--- config.mk ---
export PLATFORM = sky130hd
export DESIGN_NAME = hazard_unit_flat
export DESIGN_NICKNAME = d
export VERILOG_FILES = /design/src/rtl/pipe_pkg.sv /design/src/rtl/hazard_unit_if.sv /design/src/rtl/sat_counter.sv /design/src/rtl/hazard_unit.sv /design/src/flat_wrapper.sv
export SDC_FILE = /design/constraint.sdc
export NUM_CORES = 1
export LEC_CHECK = 0
export CAP_MARGIN = 40
export CORE_ASPECT_RATIO = 0.6
export CORE_MARGIN = 4
export CORE_UTILIZATION = 50
export DETAILED_ROUTE_END_ITERATION = 6
export PLACE_DENSITY_LB_ADDON = 0.05
export SYNTH_ARGS = -nofsm -noshare
export SYNTH_HDL_FRONTEND = slang
export SYNTH_SLANG_ARGS = --single-unit
--- constraint.sdc ---
create_clock -name clk_i -period 7.1 [get_ports clk_i]
set_clock_uncertainty 0.15 [all_clocks]
set_input_delay 1.065 -clock clk_i [delete_from_list [all_inputs] [get_ports clk_i]]
set_output_delay 1.065 -clock clk_i [all_outputs]
set_load 0.05 [all_outputs]
--- src/rtl/pipe_pkg.sv ---
// rtl/pipe_pkg.sv - shared pipeline control types and constants
package pipe_pkg;

    typedef enum logic [1:0] {
        ST_RUN   = 2'd0,
        ST_FLUSH = 2'd1,
        ST_WAIT  = 2'd2
    } pipe_state_e;

    localparam logic [4:0] REG_ZERO  = 5'd0;
    localparam int         CNT_W_DEF = 32;

    // Load in EX whose destination is read by the instruction in ID; $zero never hazards
    function automatic logic load_use(
        input logic       ex_memread,
        input logic [4:0] ex_rtaddr,
        input logic [4:0] id_rsaddr,
        input logic [4:0] id_rtaddr,
        input logic       id_uses_rt
    );
        return ex_memread && (ex_rtaddr != REG_ZERO) &&
               ((ex_rtaddr == id_rsaddr) || (id_uses_rt && (ex_rtaddr == id_rtaddr)));
    endfunction

endpackage

--- src/rtl/hazard_unit_if.sv ---
// rtl/hazard_unit_if.sv - hazard unit operand/control bundle
interface hazard_unit_if #(
    parameter int CNT_W = pipe_pkg::CNT_W_DEF
);
    logic             ex_memread_i;
    logic [4:0]       ex_rtaddr_i;
    logic [4:0]       id_rsaddr_i;
    logic [4:0]       id_rtaddr_i;
    logic             id_uses_rt_i;
    logic             branch_taken_i;
    logic             dmem_wait_i;
    logic             pc_write_o;
    logic             ifid_write_o;
    logic             ifid_flush_o;
    logic             idex_bubble_o;
    logic             pipe_hold_o;
    logic [CNT_W-1:0] stall_cnt_o;
    logic [CNT_W-1:0] flush_cnt_o;

    // Pipeline side: publishes stage fields, consumes controls
    modport master (
        output ex_memread_i, ex_rtaddr_i, id_rsaddr_i, id_rtaddr_i, id_uses_rt_i,
               branch_taken_i, dmem_wait_i,
        input  pc_write_o, ifid_write_o, ifid_flush_o, idex_bubble_o, pipe_hold_o,
               stall_cnt_o, flush_cnt_o
    );

    // Hazard unit side
    modport slave (
        input  ex_memread_i, ex_rtaddr_i, id_rsaddr_i, id_rtaddr_i, id_uses_rt_i,
               branch_taken_i, dmem_wait_i,
        output pc_write_o, ifid_write_o, ifid_flush_o, idex_bubble_o, pipe_hold_o,
               stall_cnt_o, flush_cnt_o
    );
endinterface

--- src/rtl/sat_counter.sv ---
// rtl/sat_counter.sv - saturating event counter with synchronous clear
module sat_counter #(
    parameter int W = 32
) (
    input  logic         clk_i,
    input  logic         rst_i,
    input  logic         inc_i,
    output logic [W-1:0] q_o
);

    // Count qualifying cycles, sticking at all-ones instead of wrapping
    always_ff @(posedge clk_i) begin
        if (rst_i) begin
            q_o <= '0;
        end else if (inc_i && (q_o != {W{1'b1}})) begin
            q_o <= q_o + 1'b1;
        end
    end

endmodule

--- src/rtl/hazard_unit.sv ---
// rtl/hazard_unit.sv - load-use stall, branch flush and memory-wait freeze control
module hazard_unit
    import pipe_pkg::*;
#(
    parameter int FLUSH_CYCLES = 1,
    parameter int CNT_W        = CNT_W_DEF
) (
    input  logic         clk_i,
    input  logic         rst_i,
    hazard_unit_if.slave hz
);

    localparam int                REM_W    = $clog2(FLUSH_CYCLES) + 1;
    localparam logic [REM_W-1:0]  REM_INIT = REM_W'(FLUSH_CYCLES - 1);
    localparam logic [REM_W-1:0]  REM_ONE  = REM_W'(1);

    pipe_state_e      state_q, state_d;
    pipe_state_e      ret_q, ret_d;
    pipe_state_e      eff_state;
    logic [REM_W-1:0] rem_q, rem_d;
    logic             lu;
    logic             stall_inc;
    logic             flush_inc;

    assign lu = load_use(hz.ex_memread_i, hz.ex_rtaddr_i, hz.id_rsaddr_i,
                         hz.id_rtaddr_i, hz.id_uses_rt_i);

    // Once memory is ready again, act as the saved state in that same cycle
    assign eff_state = ((state_q == ST_WAIT) && !hz.dmem_wait_i) ? ret_q : state_q;

    // Next-state and Mealy control outputs
    always_comb begin
        hz.pc_write_o    = 1'b1;
        hz.ifid_write_o  = 1'b1;
        hz.ifid_flush_o  = 1'b0;
        hz.idex_bubble_o = 1'b0;
        hz.pipe_hold_o   = 1'b0;
        state_d          = state_q;
        ret_d            = ret_q;
        rem_d            = rem_q;
        stall_inc        = 1'b0;
        flush_inc        = 1'b0;

        if (rst_i) begin
            hz.pc_write_o    = 1'b0;
            hz.ifid_write_o  = 1'b0;
            hz.ifid_flush_o  = 1'b1;
            hz.idex_bubble_o = 1'b1;
        end else if (hz.dmem_wait_i) begin
            hz.pc_write_o   = 1'b0;
            hz.ifid_write_o = 1'b0;
            hz.pipe_hold_o  = 1'b1;
            state_d         = ST_WAIT;
            if (state_q != ST_WAIT) begin
                ret_d = (state_q == ST_FLUSH) ? ST_FLUSH : ST_RUN;
            end
        end else begin
            case (eff_state)
                ST_FLUSH: begin
                    // ID holds a squashed NOP, so hazards and branches are moot here
                    hz.ifid_flush_o = 1'b1;
                    flush_inc       = 1'b1;
                    rem_d           = rem_q - 1'b1;
                    state_d         = (rem_q == REM_ONE) ? ST_RUN : ST_FLUSH;
                end
                default: begin
                    state_d = ST_RUN;
                    if (lu) begin
                        hz.pc_write_o    = 1'b0;
                        hz.ifid_write_o  = 1'b0;
                        hz.idex_bubble_o = 1'b1;
                        stall_inc        = 1'b1;
                    end else if (hz.branch_taken_i) begin
                        hz.ifid_flush_o = 1'b1;
                        flush_inc       = 1'b1;
                        if (FLUSH_CYCLES > 1) begin
                            state_d = ST_FLUSH;
                            rem_d   = REM_INIT;
                        end
                    end
                end
            endcase
        end
    end

    // State, return and remaining-flush registers
    always_ff @(posedge clk_i) begin
        if (rst_i) begin
            state_q <= ST_RUN;
            ret_q   <= ST_RUN;
            rem_q   <= '0;
        end else begin
            state_q <= state_d;
            ret_q   <= ret_d;
            rem_q   <= rem_d;
        end
    end

    sat_counter #(.W(CNT_W)) u_stall_cnt (
        .clk_i (clk_i),
        .rst_i (rst_i),
        .inc_i (stall_inc),
        .q_o   (hz.stall_cnt_o)
    );

    sat_counter #(.W(CNT_W)) u_flush_cnt (
        .clk_i (clk_i),
        .rst_i (rst_i),
        .inc_i (flush_inc),
        .q_o   (hz.flush_cnt_o)
    );

endmodule

--- src/flat_wrapper.sv ---
// flat-port wrapper written by rule: the top's interface ports become plain ports
module hazard_unit_flat import pipe_pkg::*;
#(
    parameter int FLUSH_CYCLES = 1,
    parameter int CNT_W        = CNT_W_DEF
)
  (clk_i, rst_i, hz_ex_memread_i, hz_ex_rtaddr_i, hz_id_rsaddr_i, hz_id_rtaddr_i, hz_id_uses_rt_i, hz_branch_taken_i, hz_dmem_wait_i, hz_pc_write_o, hz_ifid_write_o, hz_ifid_flush_o, hz_idex_bubble_o, hz_pipe_hold_o, hz_stall_cnt_o, hz_flush_cnt_o);
  hazard_unit_if #(.CNT_W(CNT_W)) hz_i ();
  input  logic clk_i;
  input  logic rst_i;
  input wire logic [$bits(hz_i.ex_memread_i)-1:0] hz_ex_memread_i;
  input wire logic [$bits(hz_i.ex_rtaddr_i)-1:0] hz_ex_rtaddr_i;
  input wire logic [$bits(hz_i.id_rsaddr_i)-1:0] hz_id_rsaddr_i;
  input wire logic [$bits(hz_i.id_rtaddr_i)-1:0] hz_id_rtaddr_i;
  input wire logic [$bits(hz_i.id_uses_rt_i)-1:0] hz_id_uses_rt_i;
  input wire logic [$bits(hz_i.branch_taken_i)-1:0] hz_branch_taken_i;
  input wire logic [$bits(hz_i.dmem_wait_i)-1:0] hz_dmem_wait_i;
  output wire logic [$bits(hz_i.pc_write_o)-1:0] hz_pc_write_o;
  output wire logic [$bits(hz_i.ifid_write_o)-1:0] hz_ifid_write_o;
  output wire logic [$bits(hz_i.ifid_flush_o)-1:0] hz_ifid_flush_o;
  output wire logic [$bits(hz_i.idex_bubble_o)-1:0] hz_idex_bubble_o;
  output wire logic [$bits(hz_i.pipe_hold_o)-1:0] hz_pipe_hold_o;
  output wire logic [$bits(hz_i.stall_cnt_o)-1:0] hz_stall_cnt_o;
  output wire logic [$bits(hz_i.flush_cnt_o)-1:0] hz_flush_cnt_o;
  assign hz_i.ex_memread_i = hz_ex_memread_i;
  assign hz_i.ex_rtaddr_i = hz_ex_rtaddr_i;
  assign hz_i.id_rsaddr_i = hz_id_rsaddr_i;
  assign hz_i.id_rtaddr_i = hz_id_rtaddr_i;
  assign hz_i.id_uses_rt_i = hz_id_uses_rt_i;
  assign hz_i.branch_taken_i = hz_branch_taken_i;
  assign hz_i.dmem_wait_i = hz_dmem_wait_i;
  assign hz_pc_write_o = hz_i.pc_write_o;
  assign hz_ifid_write_o = hz_i.ifid_write_o;
  assign hz_ifid_flush_o = hz_i.ifid_flush_o;
  assign hz_idex_bubble_o = hz_i.idex_bubble_o;
  assign hz_pipe_hold_o = hz_i.pipe_hold_o;
  assign hz_stall_cnt_o = hz_i.stall_cnt_o;
  assign hz_flush_cnt_o = hz_i.flush_cnt_o;
  hazard_unit #(.FLUSH_CYCLES(FLUSH_CYCLES), .CNT_W(CNT_W)) u_core (.clk_i(clk_i), .rst_i(rst_i), .hz(hz_i));
endmodule
==> results.cfg <==
[run_status]
run_status = finished clean

[detailed_routing]
drt-met1-wl_um = 5150
dr.first_iter.drc_count = 357
antenna_left = 0
wl_met3_um = 842
routed-wl-met2_um = 4360
avgViaCountPerCell = 6.16
vias = 3833
routed_wl_um = 10400
drc = 0
drtPass1Iterations = 7
top_layer_used = met4
wl_per_cell_um = 16.8

[clock_network]
cts.clk_slew.worst_paths_ns = 0.06
worst_skew_pair.late_latency_ns = 0.34
cts_resized = 0
root_buffer = clkbuf_16
ctsHoldBuffers = 0
cts.sinks = 68
numCtsBuffers = 9
cts_tree = built
clk_path_buf_depth = 2
postCtsSetupRepairBufs = 0
h-tree-depth = 3

[cells_and_area]
nFillCells = 563
fin_nets = 554
post-route-util = 0.705
num_antenna_cells = 0
fin_area_mm2 = 0.00483
drive_gt1_frac = 0.0467
most-common-layout-cells = clkdlybuf4s50_1, dfxtp_1, a21oi_1
area_growth_pct = 33.5
final_common_cell = clkdlybuf4s50_1

[sta]
finalMaxSlewViolations = 0
final.setup.tns_ns = 0
maxSlewHeadroom = 0.364
setup_ws_ns = 2.14
finalHoldViolCount = 0
clock.fmax_ghz = 0.202
worstMarginPinSlew_ns = 0.947
fin_crit_sh = 0.699
setup_violations = 0
post-route-min-period_ns = 4.96
rsz0062_at_grt = no

[synth]
synth-main-ff-cell = dfxtp_1
yosysTopAreaCell = dfxtp_1
syn_inst = 450
muxShareOfSynthArea = 0.0270
ys_seq_area_frac = 0.377
async_flop_share = 0
syn_area_per_cell_um2 = 8.03
synth_top_family_by_area = simple AND/OR/NAND/NOR gates
synth-seq-cells = 68
synth-compound-area-share = 0.190
synthAdderAreaFrac = 0.00692
yosys_warnings = 0
synth-xor-area-share = 0.0412
synthTopCellsByArea = dfxtp_1, a21oi_1, or3_1
synth.distinct_cells = 46
synth_top_cell_area_share = 0.377
yosys.area_share.simple = 0.317
syn_area_mm2 = 0.00361
synth-edff-count = 0
syn_nets = 473

[placed_design]
placed_area_mm2 = 0.00452
dp_slack_ns = 2.16
dp.final_hpwl_um = 7430
port-buffer-count = 89
gp_congestion = 0.798

[power_and_ir_drop]
seq_power_share = 0.420
total_power_uw = 916
switching_power_uw = 206
comb_power_share = 0.063
power_density_mw_per_mm2 = 190
p_int_uw = 710
peakVddDrop_v = 0.000113
p_clk_frac = 0.517
p_leak_nw = 1.47
switching_share = 0.225

[floorplanning]
initial_core_util = 0.528
die_area_mm2 = 0.00870
core_area_mm2 = 0.00685
rows = 23
ios = 90
die_y_um = 73.9
die-width_um = 118

[critical_path]
crit_chain = clkdlybuf4s50_1 -> or4_4 -> o21ai_4 -> or2_4 -> nor2_1 -> o31ai_1 -> clkdlybuf4s50_1
rrSetupSlack_ns = 4.16
path_buf_inv = 2
cp_max_fo = 5
cp-start-kind = primary input
slowest_stage = clkdlybuf4s50_1
required_ns = 5.88
critPathArrivalTime_ns = 3.75
path_class = primary input to primary output
crit_family = buffers and inverters
crit_path_end_kind = primary output
critical_path.most_common_cell = clkdlybuf4s50_1
slowest_delay_ns = 0.88

[global_route]
grtUsageTotal = 0.242
antenna_found_initial = 0
grt_overflow = 0
grt_max_degree = 48
grt_pass1_vias = 3452
grt_pass1_wl_um = 17000

[hold_path]
hold_class = flop to flop

[run]
maxCapViolCount = 0
[area by class of cell]
cell class              instances  area [µm²]  area share
inverters                      11        41.3     0.00856
flip-flops and latches         68        1360       0.282
well taps                      87         109      0.0226
repair buffers                 91         901       0.187
clock buffers                  10         229      0.0474
multi-input cells             350        2110       0.437
clock inverters                 5        77.6      0.0161
[layer usage]
layer / track usage / vias up
met4: 0.0662 / 0
met5: 0 / -
met1: 0.345 / 1820
li1: - / 1853
met2: 0.351 / 150
met3: 0.0800 / 10
[path summary, 6_finish.rpt]
| check | to | cells after the start | startpoint |
|---|---|---|---|
| setup reg to reg | u_core.u_flush_cnt.q_o[1] | 7 | u_core.u_flush_cnt.q_o[0] |
| setup / recovery | hz_ifid_flush_o | 7 | hz_ex_rtaddr_i[0] |
| hold reg to reg | u_core.u_stall_cnt.q_o[17] | 2 | u_core.u_stall_cnt.q_o[17] |
| hold / removal | u_core.u_stall_cnt.q_o[17] | 2 | u_core.u_stall_cnt.q_o[17] |
[metrics by stage]
stage	hold slack [ns]	cells
after floorplan	0.308	450
after global placement	0.327	607
after detailed placement	0.346	607
after CTS	0.355	622
after global routing	0.388	622
final	0.350	622
[power groups by stage]
stage,clock network [mW],logic [mW],registers [mW]
2_1_floorplan,0,0.0314,0.396
3_3_place_gp,0,0.0564,0.393
3_5_place_dp,0,0.0574,0.393
4_1_cts,0.475,0.0578,0.385
5_1_grt,0.493,0.0619,0.385
6_report,0.473,0.0579,0.385
[logic make-up after synthesis]
group	Yosys count
buf+inv	32
compound gates	111
flops	68
xor+xnor	17
fa+ha+maj	2
mux	9
simple gates	211
[state kept, by name, summed over array words and instances (netlist names)]
register / flops
u_core.rem_q: 1
u_core.ret_q: 1
u_core.state_q: 2
u_core.u_flush_cnt.q_o: 32
u_core.u_stall_cnt.q_o: 32
[synth_stat cells (5+ instances only)]
master    count
or4_1        19
o31ai_1      21
nand3_1      24
a21oi_1      45
and4_1        5
nor2_1       35
nor3_1        8
or3_1        27
xnor2_1      13
nand2_1      40
o21ai_0      12
o21ai_1      14
nor2b_1       5
nand4_1      26
clkbuf_1     11
dfxtp_1      68
nor4_1        8
inv_1        11
buf_2         6
mux2_1        6
[worst min-delay path: cells and delay by family, from the launching register on]
kind | cells | cell delay (ns)
DFF | 1 | 0.32
AOI/OAI and AO/OA | 2 | 0.13
No activity file was read; power rests on OpenSTA's default activity.
